[src/rtl/stopwatch_controller.sv]
// MM:SS stopwatch: debounced start/clear keys drive an IDLE/RUN/PAUSE FSM that
// counts seconds in BCD and shows them on four active-low 7-segment digits.
module stopwatch_controller #(
  parameter int TICK_DIV        = 50000000,
  parameter int DEBOUNCE_CYCLES = 500000
) (
  input  logic       clk,
  input  logic       reset_n,
  input  logic       key_start_n,
  input  logic       key_clear_n,
  output logic [6:0] D1,
  output logic [6:0] D2,
  output logic [6:0] D3,
  output logic [6:0] D4,
  output logic       running,
  output logic       tick
);

  localparam int PW = (TICK_DIV > 2) ? $clog2(TICK_DIV) : 1;
  localparam int CW = $clog2(DEBOUNCE_CYCLES + 1);
  localparam logic [PW-1:0] PRESC_MAX = PW'(TICK_DIV - 1);
  localparam logic [CW-1:0] DB_MAX    = CW'(DEBOUNCE_CYCLES - 1);

  typedef enum logic [1:0] {IDLE = 2'd0, RUN = 2'd1, PAUSE = 2'd2} state_t;

  // Key path, bit 0 = start, bit 1 = clear.
  logic [1:0]         sync1_q, sync1_d, sync2_q, sync2_d;
  logic [1:0]         db_q, db_d, armed_q, armed_d, press_q, press_d;
  logic [1:0][CW-1:0] cnt_q, cnt_d;
  logic [1:0]         init_q, init_d;

  state_t             state_q, state_d;
  logic [PW-1:0]      presc_q, presc_d;
  logic [3:0]         sec1_q, sec1_d, sec10_q, sec10_d;
  logic [3:0]         min1_q, min1_d, min10_q, min10_d;
  logic               running_q, running_d, tick_q, tick_d;
  logic               tick_c, start_ev, clear_ev;

  always_comb begin
    sync1_d = {key_clear_n, key_start_n};
    sync2_d = sync1_q;
    init_d  = (init_q == 2'd2) ? init_q : init_q + 2'd1;
    db_d    = db_q;
    cnt_d   = '0;
    armed_d = armed_q;
    press_d = '0;
    for (int k = 0; k < 2; k++) begin
      if (sync2_q[k] != db_q[k]) begin
        if (cnt_q[k] == DB_MAX) db_d[k] = sync2_q[k];
        else                    cnt_d[k] = cnt_q[k] + CW'(1);
      end
      // A key only arms once it has been seen released after reset, so a key
      // held down through reset cannot fire a press.
      armed_d[k] = armed_q[k] | ((init_q == 2'd2) & sync2_q[k]);
      press_d[k] = db_q[k] & ~db_d[k] & armed_q[k];
    end
  end

  assign start_ev = press_q[0];
  assign clear_ev = press_q[1];
  assign tick_c   = (state_q == RUN) && (presc_q == PRESC_MAX);

  always_comb begin
    state_d = state_q;
    presc_d = presc_q;
    sec1_d  = sec1_q;
    sec10_d = sec10_q;
    min1_d  = min1_q;
    min10_d = min10_q;
    if (state_q == RUN) begin
      presc_d = tick_c ? '0 : presc_q + PW'(1);
      if (tick_c) begin
        if (sec1_q == 4'd9) begin
          sec1_d = 4'd0;
          if (sec10_q == 4'd5) begin
            sec10_d = 4'd0;
            if (min1_q == 4'd9) begin
              min1_d  = 4'd0;
              min10_d = (min10_q == 4'd5) ? 4'd0 : min10_q + 4'd1;
            end else begin
              min1_d = min1_q + 4'd1;
            end
          end else begin
            sec10_d = sec10_q + 4'd1;
          end
        end else begin
          sec1_d = sec1_q + 4'd1;
        end
      end
    end
    // Clear outranks start when stopped; in RUN only start is honoured.
    case (state_q)
      IDLE, PAUSE: begin
        if (clear_ev) begin
          state_d = IDLE;
          presc_d = '0;
          sec1_d  = 4'd0;
          sec10_d = 4'd0;
          min1_d  = 4'd0;
          min10_d = 4'd0;
        end else if (start_ev) begin
          state_d = RUN;
        end
      end
      RUN:     if (start_ev) state_d = PAUSE;
      default: state_d = IDLE;
    endcase
    running_d = (state_d == RUN);
    tick_d    = (state_d == RUN) && (presc_d == PRESC_MAX);
  end

  always_ff @(posedge clk or negedge reset_n) begin
    if (!reset_n) begin
      sync1_q   <= 2'b11;
      sync2_q   <= 2'b11;
      db_q      <= 2'b11;
      cnt_q     <= '0;
      armed_q   <= '0;
      press_q   <= '0;
      init_q    <= '0;
      state_q   <= IDLE;
      presc_q   <= '0;
      sec1_q    <= '0;
      sec10_q   <= '0;
      min1_q    <= '0;
      min10_q   <= '0;
      running_q <= 1'b0;
      tick_q    <= 1'b0;
    end else begin
      sync1_q   <= sync1_d;
      sync2_q   <= sync2_d;
      db_q      <= db_d;
      cnt_q     <= cnt_d;
      armed_q   <= armed_d;
      press_q   <= press_d;
      init_q    <= init_d;
      state_q   <= state_d;
      presc_q   <= presc_d;
      sec1_q    <= sec1_d;
      sec10_q   <= sec10_d;
      min1_q    <= min1_d;
      min10_q   <= min10_d;
      running_q <= running_d;
      tick_q    <= tick_d;
    end
  end

  function automatic logic [6:0] seg(input logic [3:0] d);
    case (d)
      4'd0:    seg = 7'b1000000;
      4'd1:    seg = 7'b1111001;
      4'd2:    seg = 7'b0100100;
      4'd3:    seg = 7'b0110000;
      4'd4:    seg = 7'b0011001;
      4'd5:    seg = 7'b0010010;
      4'd6:    seg = 7'b0000010;
      4'd7:    seg = 7'b1111000;
      4'd8:    seg = 7'b0000000;
      4'd9:    seg = 7'b0010000;
      default: seg = 7'b1111111;
    endcase
  endfunction

  assign D1      = seg(sec1_q);
  assign D2      = seg(sec10_q);
  assign D3      = seg(min1_q);
  assign D4      = seg(min10_q);
  assign running = running_q;
  assign tick    = tick_q;

endmodule

[config.mk]
export PLATFORM = sky130hd
export DESIGN_NAME = stopwatch_controller
export DESIGN_NICKNAME = d
export VERILOG_FILES = /design/src/rtl/stopwatch_controller.sv
export SDC_FILE = /design/constraint.sdc
export NUM_CORES = 1
export LEC_CHECK = 0
export BUFFER_PORTS_ARGS = -buffer_cell sky130_fd_sc_hd__clkbuf_2
export CORE_UTILIZATION = 55
export DETAILED_ROUTE_END_ITERATION = 8
export PLACE_DENSITY_LB_ADDON = 0.05
export SLEW_MARGIN = 20
export SYNTH_ARGS = -nofsm -noshare
export SYNTH_HDL_FRONTEND = slang
export SYNTH_SLANG_ARGS = --single-unit
[constraint.sdc]
create_clock -name clk -period 2.6 [get_ports clk]
set_input_delay 0.13 -clock clk [delete_from_list [all_inputs] [get_ports clk]]
set_output_delay 0.13 -clock clk [all_outputs]
set_load 0.05 [all_outputs]
* Word-level counts from Yosys, hierarchy flattened
Memory sizes are Yosys's and may differ from the RTL's.
Cells that the tools add are included.
** Operators by class
- Mux-type cells :: 42
- Equal/unequal tests :: 14
- $add $sub $neg :: 8
- Reduce and logical (&&, ||, !) cells :: 4
- Bitwise logic cells :: 10
** Operators by type and width (number)
- $mux 26 :: 4
- $mux 4 :: 26
- $mux 19 :: 4
- $eq 26x26->1 const B :: 2
- $add 19x1->19 const B :: 2
- $eq 19x19->1 const B :: 2
- $add 26x1->26 const B :: 1
- $add 4x1->4 const B :: 4
- $eq 4x3->1 const B :: 2
- $eq 4x4->1 const B :: 2
- $and 1x1->1 :: 6
- $mux 2 :: 3
- $eq 2x1->1 const B :: 2
- $eq 2x2->1 const B :: 2
- $mux 1 :: 4
- $pmux 2 s2 :: 1
- $add 2x1->2 const B :: 1
- $logic_and 1x1->1 :: 2
- $logic_not 2->1 :: 1
- $ne 1x1->1 :: 2
- $not 1->1 :: 2
- $or 1x1->1 :: 2
- $reduce_or 2->1 :: 1
** Word-level totals
- Register bits after elaboration :: 96
- Input bits :: 4
- ROM bits :: 448
- Memories :: 4
- Output and inout bits :: 30
- Logic and storage cells :: 98
** Memory list
- (no name shown) :: depth 16, width 7, rd ports 1, clocked after memory_dff 0, write ports 0, line 149 : case (d)
- (no name shown) :: depth 16, width 7, rd ports 1, clocked after memory_dff 0, write ports 0, line 149
- (no name shown) :: depth 16, width 7, rd ports 1, clocked after memory_dff 0, write ports 0, line 149
- (no name shown) :: depth 16, width 7, rd ports 1, clocked after memory_dff 0, write ports 0, line 149

* Longest topological paths before layout
Gate-level depths: netlist (run 1).
- Depth after elaboration :: 9
- Depth in mapped cells :: 9
- Depth with buffers taken out :: 8

* Worst setup path after synthesis (run 1)
OpenSTA, ideal clock, no wires.
- Path kind :: reg2reg
- From :: register presc_q[0]
- To :: register tick_q (netlist: tick)
- Data required time :: 2504 ps
- Clock period less this slack :: 2409 ps
- Cell stages (with the launch flop) :: 8
- Path buffers :: 0
- Library setup time :: 96 ps
- Setup slack :: 191 ps
- Arrival :: 2313 ps
- Path through :: dfrtp_1 ha_1 inv_1 or4_4 or4_4 a21oi_2 nand4b_1 nor4_2
** Between the ends
- Word-level cells in the longest chain between the ends :: 8
- Elaborated cells on any way between the ends :: 9
- Those cells by class :: 1 x add/sub; 2 x eq/ne; 4 x mux; 2 x reduce/logical
** Ends and longest elaborated chain
- start: declaration :: line 33 : logic [PW-1:0] presc_q, presc_d;
- start signal: assignment :: line 138 : presc_q <= presc_d;
- parallel branches: the longest is 2 deep, another holds $add 26x1->26
- $mux 26 * :: line 71 : presc_d = tick_c ? '0 : presc_q + PW'(1);
- $mux 26 * :: line 70 : if (state_q == RUN) begin
- $mux 26 :: line 94 : if (clear_ev) begin
- $mux 26 * :: line 92 : case (state_q)
- named net presc_d[22] :: line 33
- $eq 26x26->1 * :: line 109 : tick_d = (state_d == RUN) && (presc_d == PRESC_MAX);
- $logic_and 1x1->1 * :: line 109
- named net tick_d :: line 36 : logic running_q, running_d, tick_q, tick_d;
- end signal: assignment :: line 144 : tick_q <= tick_d;
- end: declaration :: line 36
Mark *: on every way through the listed nets, which the timed path passes.
A chain may end at the register's enable or synchronous reset.

* Worst setup path after layout (run 1)
Same ends and word-level chain as after synthesis.

==> results_dict.tcl, run 1 <==
set metrics [dict create \
    tightest_slew_ns 0.9188 \
    first_global_vias 4168 \
    arrival_ns 2.72 \
    fin_ws_ns 0.1464 \
    layout_commonest_cell "nor2_1" \
    rr_worst_depth 7 \
    final_cell_mix "105 x nor2_1, 89 x dfrtp_1, 55 x nand2_1, 43 x a21oi_1, 38 x nand3_1" \
    htreeDepth 3 \
    powerDensity_nw_per_um2 400.8 \
    postRouteAntennaNets 0 \
    reg2reg_slack_ns 0.15 \
    cts_tree "built" \
    layout-drive-gt1-share_pct 13.20 \
    max_cap_violations 0 \
    die-area_um2 10530 \
    cp_max_fo 6 \
    hold_path.class "flip-flop to flip-flop" \
    synth_top_area_cell "dfrtp_1" \
    first_iter_violations 217 \
    ys_seq_area_share_pct 43.27 \
    ctsRootBufferMaster "clkbuf_8" \
    wl_um 11110 \
    initial_core_util_pct 56.98 \
    grt_overflow_total 0 \
    startpoint "presc_q[0]$_DFF_PN0_" \
    core_um2 9774 \
    period_minus_slack_ns 2.454 \
    grt_usage_pct 22.55 \
    grt_pass1_wl_um 18860 \
    port_buffers 33 \
    vias 4576 \
    clk_pin_slew_ns 0.10 \
    grt_start_max_net_pins 76 \
    insertion_delay_ns 0.35 \
    yosysWarnings 0 \
    skew_ns 0.01729 \
    crit_end "tick$_DFF_PN0_" \
    drv_slew 0 \
    postLayoutCoreUtil_pct 62.74 \
    io_pins 34 \
    dr.pass1.iters 4 \
    yosys-top-cells-area "dfrtp_1 40%, nor2_1 7.1%, ha_1 5.4%, xnor2_1 4.6%, xor2_1 3.9%" \
    worstSetupStartpointType "flip-flop" \
    worst-setup-path-type "flip-flop to flip-flop" \
    crit_required_ns 2.86 \
    gp_congestion 0.8164 \
    drc_errors 0 \
    finalNetCount 697 \
    pre_cts_ws_ns 0.08992 \
    end_kind "flip-flop" \
    min_from "sync1_q[1]$_DFF_PN1_" \
    tns_ns 0 \
    synth-seq-cells 96 \
    r2r_end "tick$_DFF_PN0_" \
    numCtsBuffers 9 \
    routed_via_density 5.670 \
    avgSynthCellArea_um2 8.826 \
    period_share_pct 94.37 \
    synth_flop_cell "dfrtp_1" \
    cts.path.max_buffers 2 \
    max_slew_margin_pct 38.75 \
    synth_nets 659 \
    diodes 0 \
    antenna_found_initial 0 \
    rsz0062_at_grt "no" \
    max_freq_ghz 0.4076 \
    areaGrowthSynthToFinish_pct 10.11 \
    outcome "finished, final reports clean" \
    synth_top_area_share_pct 40.44 \
    timing.rr.start "presc_q[0]$_DFF_PN0_" \
    clock-sinks 96 \
    wl_per_cell_um 13.77 \
    hpwlAfterDp_um 7912 \
    synth_enable_flop_cells 0 \
    p_leak_nw 2.699 \
    die_w_um 102.6 \
    synthArstFlopShare_pct 100.0 \
    synth.distinct_cells 56 \
    rows 36 \
    irDropWorstVdd_uv 369.1 \
    hold_viol 0 \
    fp.dieH_um 102.6 \
    syn_inst 631 \
    setup_viol 0 \
    syn_area_um2 5569 \
]
## logic make-up after synthesis
kind of cell / synth area share [%]
AO/OA/AOI/OAI: 9.886
XOR/XNOR: 8.492
adder cells (fa/ha/maj): 5.392
buffers and inverters: 3.145
flip-flops: 43.27
multiplexers: 0.4044
AND/OR/NAND/NOR: 29.41
## cell usage after synthesis, drive strengths merged (7+ instances only)
cell and count:
clkbuf 23, dfrtp 90, or4 8, nand3 38, nand4 17, ha 24, and4 10, inv 21
nor2 105, and2 7, o21ai 26, nand2 55, a21oi 44, xor2 25, and3 10, nand2b 8
or2 8, xnor2 29, nor4 9, nor3 9
## worst max-delay path, stage by stage (launching register included)
cell and delay, ns:
dfrtp_2 0.42, ha_1 0.18, inv_1 0.10, or4_4 0.59, or4_4 0.53, a21oi_2 0.16, nand4b_1 0.13, nor4_2 0.27
## where the power goes
part	switching (mW)	total [mW]	internal (mW)	leakage [nW]
clock network	0.502	0.883	0.381	0.0842
registers	0.00987	1.52	1.51	1.30
logic	0.0438	0.0596	0.0157	1.32
## layer usage
metal	GRT usage, %	wire length, um	up-vias
li1	-	-	2268
met1	30.29	5303	2210
met2	37.13	5321	77
met3	3.932	308	21
met4	7.363	180	0
met5	0	0	-
## state kept, by name, summed over array words and instances, names as in the netlist, 4 cells and up
register / cells
cnt_q: 38
sec1_q: 4
presc_q: 26
min10_q: 4
sec10_q: 4
min1_q: 4
## timing repair
| item | in CTS | in global routing |
|---|---|---|
| endpoints found under the setup margin | 0 | 1 |
| gates resized for setup | 0 | 1 |
| hold endpoints to repair | 69 | 0 |
| buffers inserted | 0 | 1 |
| hold buffers | 3 | 0 |
## how the worst min path moves through the flow
stage | cells after the start | end
after floorplan | 0 | armed_q[0]$_DFF_PN0_
after global placement | 1 | sync1_q[1]$_DFF_PN1_
after detailed placement | 1 | sync1_q[1]$_DFF_PN1_
after CTS | 0 | sync2_q[1]$_DFF_PN1_
after global routing | 0 | sync2_q[0]$_DFF_PN1_
final | 0 | sync2_q[1]$_DFF_PN1_
## area by class of cell
| cell class | instances | area (um2) |
|---|---|---|
| Clock inverter | 3 | 25.02 |
| Timing Repair Buffer | 52 | 317.8 |
| Inverter | 21 | 78.83 |
| Multi-Input combinational cell | 489 | 2984 |
| Clock buffer | 13 | 148.9 |
| Sequential cell | 96 | 2411 |
| Tap cell | 133 | 166.4 |
| Fill cell | 847 | 3642 |
## stage by stage
stage / cell area (um2) / hold slack [ns] / total power, mW / cells
floorplan: 5569 / -0.1656 / 1.563 / 631
global placement: 5919 / 0.2201 / 1.602 / 787
detailed placement: 5919 / 0.2189 / 1.603 / 787
CTS: 6123 / 0.3611 / 2.492 / 806
global route: 6132 / 0.3641 / 2.572 / 807
finish: 6132 / 0.3598 / 2.458 / 807
(Power assumes the default switching activity.)
==> run 2, diff against run 1 <==
Settings changed: ABC_AREA set to 0, CTS_BUF_LIST set to sky130_fd_sc_hd__clkbuf_4 sky130_fd_sc_hd__clkbuf_8.
==> run 2 against run 1 <==
Design area rose by 0.18%; non-clock buffer count did not move; worst setup slack got worse by 0.0021 ns; die area did not move; clock power rose by 3.7%; wire length rose by 1.0%; worst hold slack barely moved; combinational power barely moved; first-iteration DRC count rose by 13%; critical endpoint unchanged; largest cell class unchanged.
==> results_dict.tcl, run 2 (same netlist as run 1, synthesis figures left out) <==
set metrics [dict create \
    rsz0062_at_grt "no" \
    r2r_end "tick$_DFF_PN0_" \
    layout-drive-gt1-share_pct 13.65 \
    grt_usage_pct 22.57 \
    grt_pass1_wl_um 18870 \
    die_w_um 102.6 \
    crit_required_ns 2.87 \
    skew_ns 0.01815 \
    cp_cell_sequence "ha_1 -> inv_1 -> or4_4 -> or4_4 -> a21oi_2 -> nand4b_1 -> nor4_2" \
    cp_max_fo 6 \
    diodes 0 \
    power_frac_seq_pct 60.8 \
    wl_um 11230 \
    ctsRootBufferMaster "clkbuf_8" \
    areaGrowthSynthToFinish_pct 10.31 \
    dpl_cell_area_um2 5919 \
    final_cell_mix "105 x nor2_1, 89 x dfrtp_1, 55 x nand2_1, 43 x a21oi_1, 38 x nand3_1" \
    postRouteAntennaNets 0 \
    crit_top_cell "or4_4" \
    worst-setup-path-type "flip-flop to flip-flop" \
    drv_slew 0 \
    rr_worst_depth 7 \
    rows 36 \
    vias 4579 \
    io_pins 34 \
    max_slew_margin_pct 38.27 \
    dr.pass1.iters 4 \
    slowest_delay_ns 0.59 \
    die-area_um2 10530 \
    postLayoutCoreUtil_pct 62.85 \
    tns_ns 0 \
    max_freq_ghz 0.4072 \
    max_cap_violations 0 \
    first_iter_violations 246 \
    period_minus_slack_ns 2.456 \
    reg2reg_slack_ns 0.14 \
    arrival_ns 2.72 \
    period_share_pct 94.45 \
    layout_commonest_cell "nor2_1" \
    numCtsBuffers 9 \
    cp_slowest_cell "or4_4" \
    end_kind "flip-flop" \
    core_um2 9774 \
    largest_reg_flops 38 \
    tightest_slew_ns 0.9260 \
    min_to "sync2_q[1]$_DFF_PN1_" \
    reg_top3 "cnt_q x38, presc_q x26" \
    regMostFlops "cnt_q" \
    insertion_delay_ns 0.35 \
    grt_overflow_total 0 \
    clock-sinks 96 \
    whs_ns 0.3599 \
    p_total_mw 2.490 \
    htreeDepth 3 \
    grt_start_max_net_pins 76 \
    final_area_um2 6143 \
    port_buffers 33 \
    worstHoldPathCells 0 \
    hold_path.class "flip-flop to flip-flop" \
    timing.rr.start "presc_q[0]$_DFF_PN0_" \
    cts_tree "built" \
    sw_frac_of_total_pct 22.35 \
    p_sw_uw 556.6 \
    cts.path.max_buffers 2 \
    irDropWorstVdd_uv 372.1 \
    p_clk_share_pct 36.8 \
    setup_viol 0 \
    powerDensity_nw_per_um2 405.4 \
    routed_via_density 5.674 \
    finalNetCount 697 \
    antenna_found_initial 0 \
    p_int_mw 1.934 \
    worstSetupStartpointType "flip-flop" \
    hpwlAfterDp_um 7912 \
    comb_power_share_pct 2.4 \
    wl_per_cell_um 13.91 \
    fp.dieH_um 102.6 \
    initial_core_util_pct 56.98 \
    gp_congestion 0.8164 \
    p_leak_nw 2.709 \
    hold_viol 0 \
    outcome "finished, final reports clean" \
    min_from "sync1_q[1]$_DFF_PN1_" \
    clk_pin_slew_ns 0.10 \
    drc_errors 0 \
    first_global_vias 4174 \
]
[run 2: power by group through the flow]
stage	Clock, mW	Combinational [mW]	Sequential (mW)
after detailed placement	0	0.0593	1.54
after global routing	1.01	0.0744	1.52
after global placement	0	0.0578	1.54
final	0.916	0.0598	1.52
after CTS	0.945	0.0633	1.52
after floorplan	0	0.0204	1.54
[run 2: through the flow]
step	worst slack, ns	std cells
3_3_place_gp	0.1820	787
5_1_grt	0.01946	807
4_1_cts	0.08228	806
2_1_floorplan	0.1910	631
3_5_place_dp	0.08992	787
6_report	0.1443	807
[run 2: worst max-delay path, delay by kind of cell, from the launching register on]
kind / cells / cell delay [ns]
simple gates: 4 / 1.52
flops: 1 / 0.42
fa+ha+maj: 1 / 0.19
compound gates: 1 / 0.16
buf+inv: 1 / 0.10
[run 2: worst max-delay path by stage]
stage	slack, ns	to	start	cells after the start
floorplan	0.19	tick$_DFF_PN0_	presc_q[0]$_DFF_PN0_	7
finish	0.14	tick$_DFF_PN0_	presc_q[0]$_DFF_PN0_	7
detailed placement	0.09	tick$_DFF_PN0_	presc_q[0]$_DFF_PN0_	7
CTS	0.08	tick$_DFF_PN0_	presc_q[0]$_DFF_PN0_	7
global placement	0.18	tick$_DFF_PN0_	presc_q[0]$_DFF_PN0_	7
global route	0.02	tick$_DFF_PN0_	presc_q[0]$_DFF_PN0_	7
[run 2: what timing repair did]
item                                    4_1_cts  5_1_grt
buffers inserted                              0        1
resized for setup                             0        1
endpoints found under the setup margin        0        1
hold buffers                                  3        0
endpoints found under the hold margin        69        0
[run 2: cell type report]
type / instances / area, um2
Multi-Input combinational cell: 489 / 2984
Tap cell: 133 / 166.4
Sequential cell: 96 / 2411
Clock inverter: 3 / 25.02
Timing Repair Buffer: 52 / 317.8
Fill cell: 845 / 3631
Inverter: 21 / 78.83
Clock buffer: 13 / 160.2
[run 2: routing by layer]
layer  track usage (%)  routed length [um]
met5                 0                   0
met2             36.97                5331
met3             4.000                 353
met4             7.692                 199
met1             30.29                5343
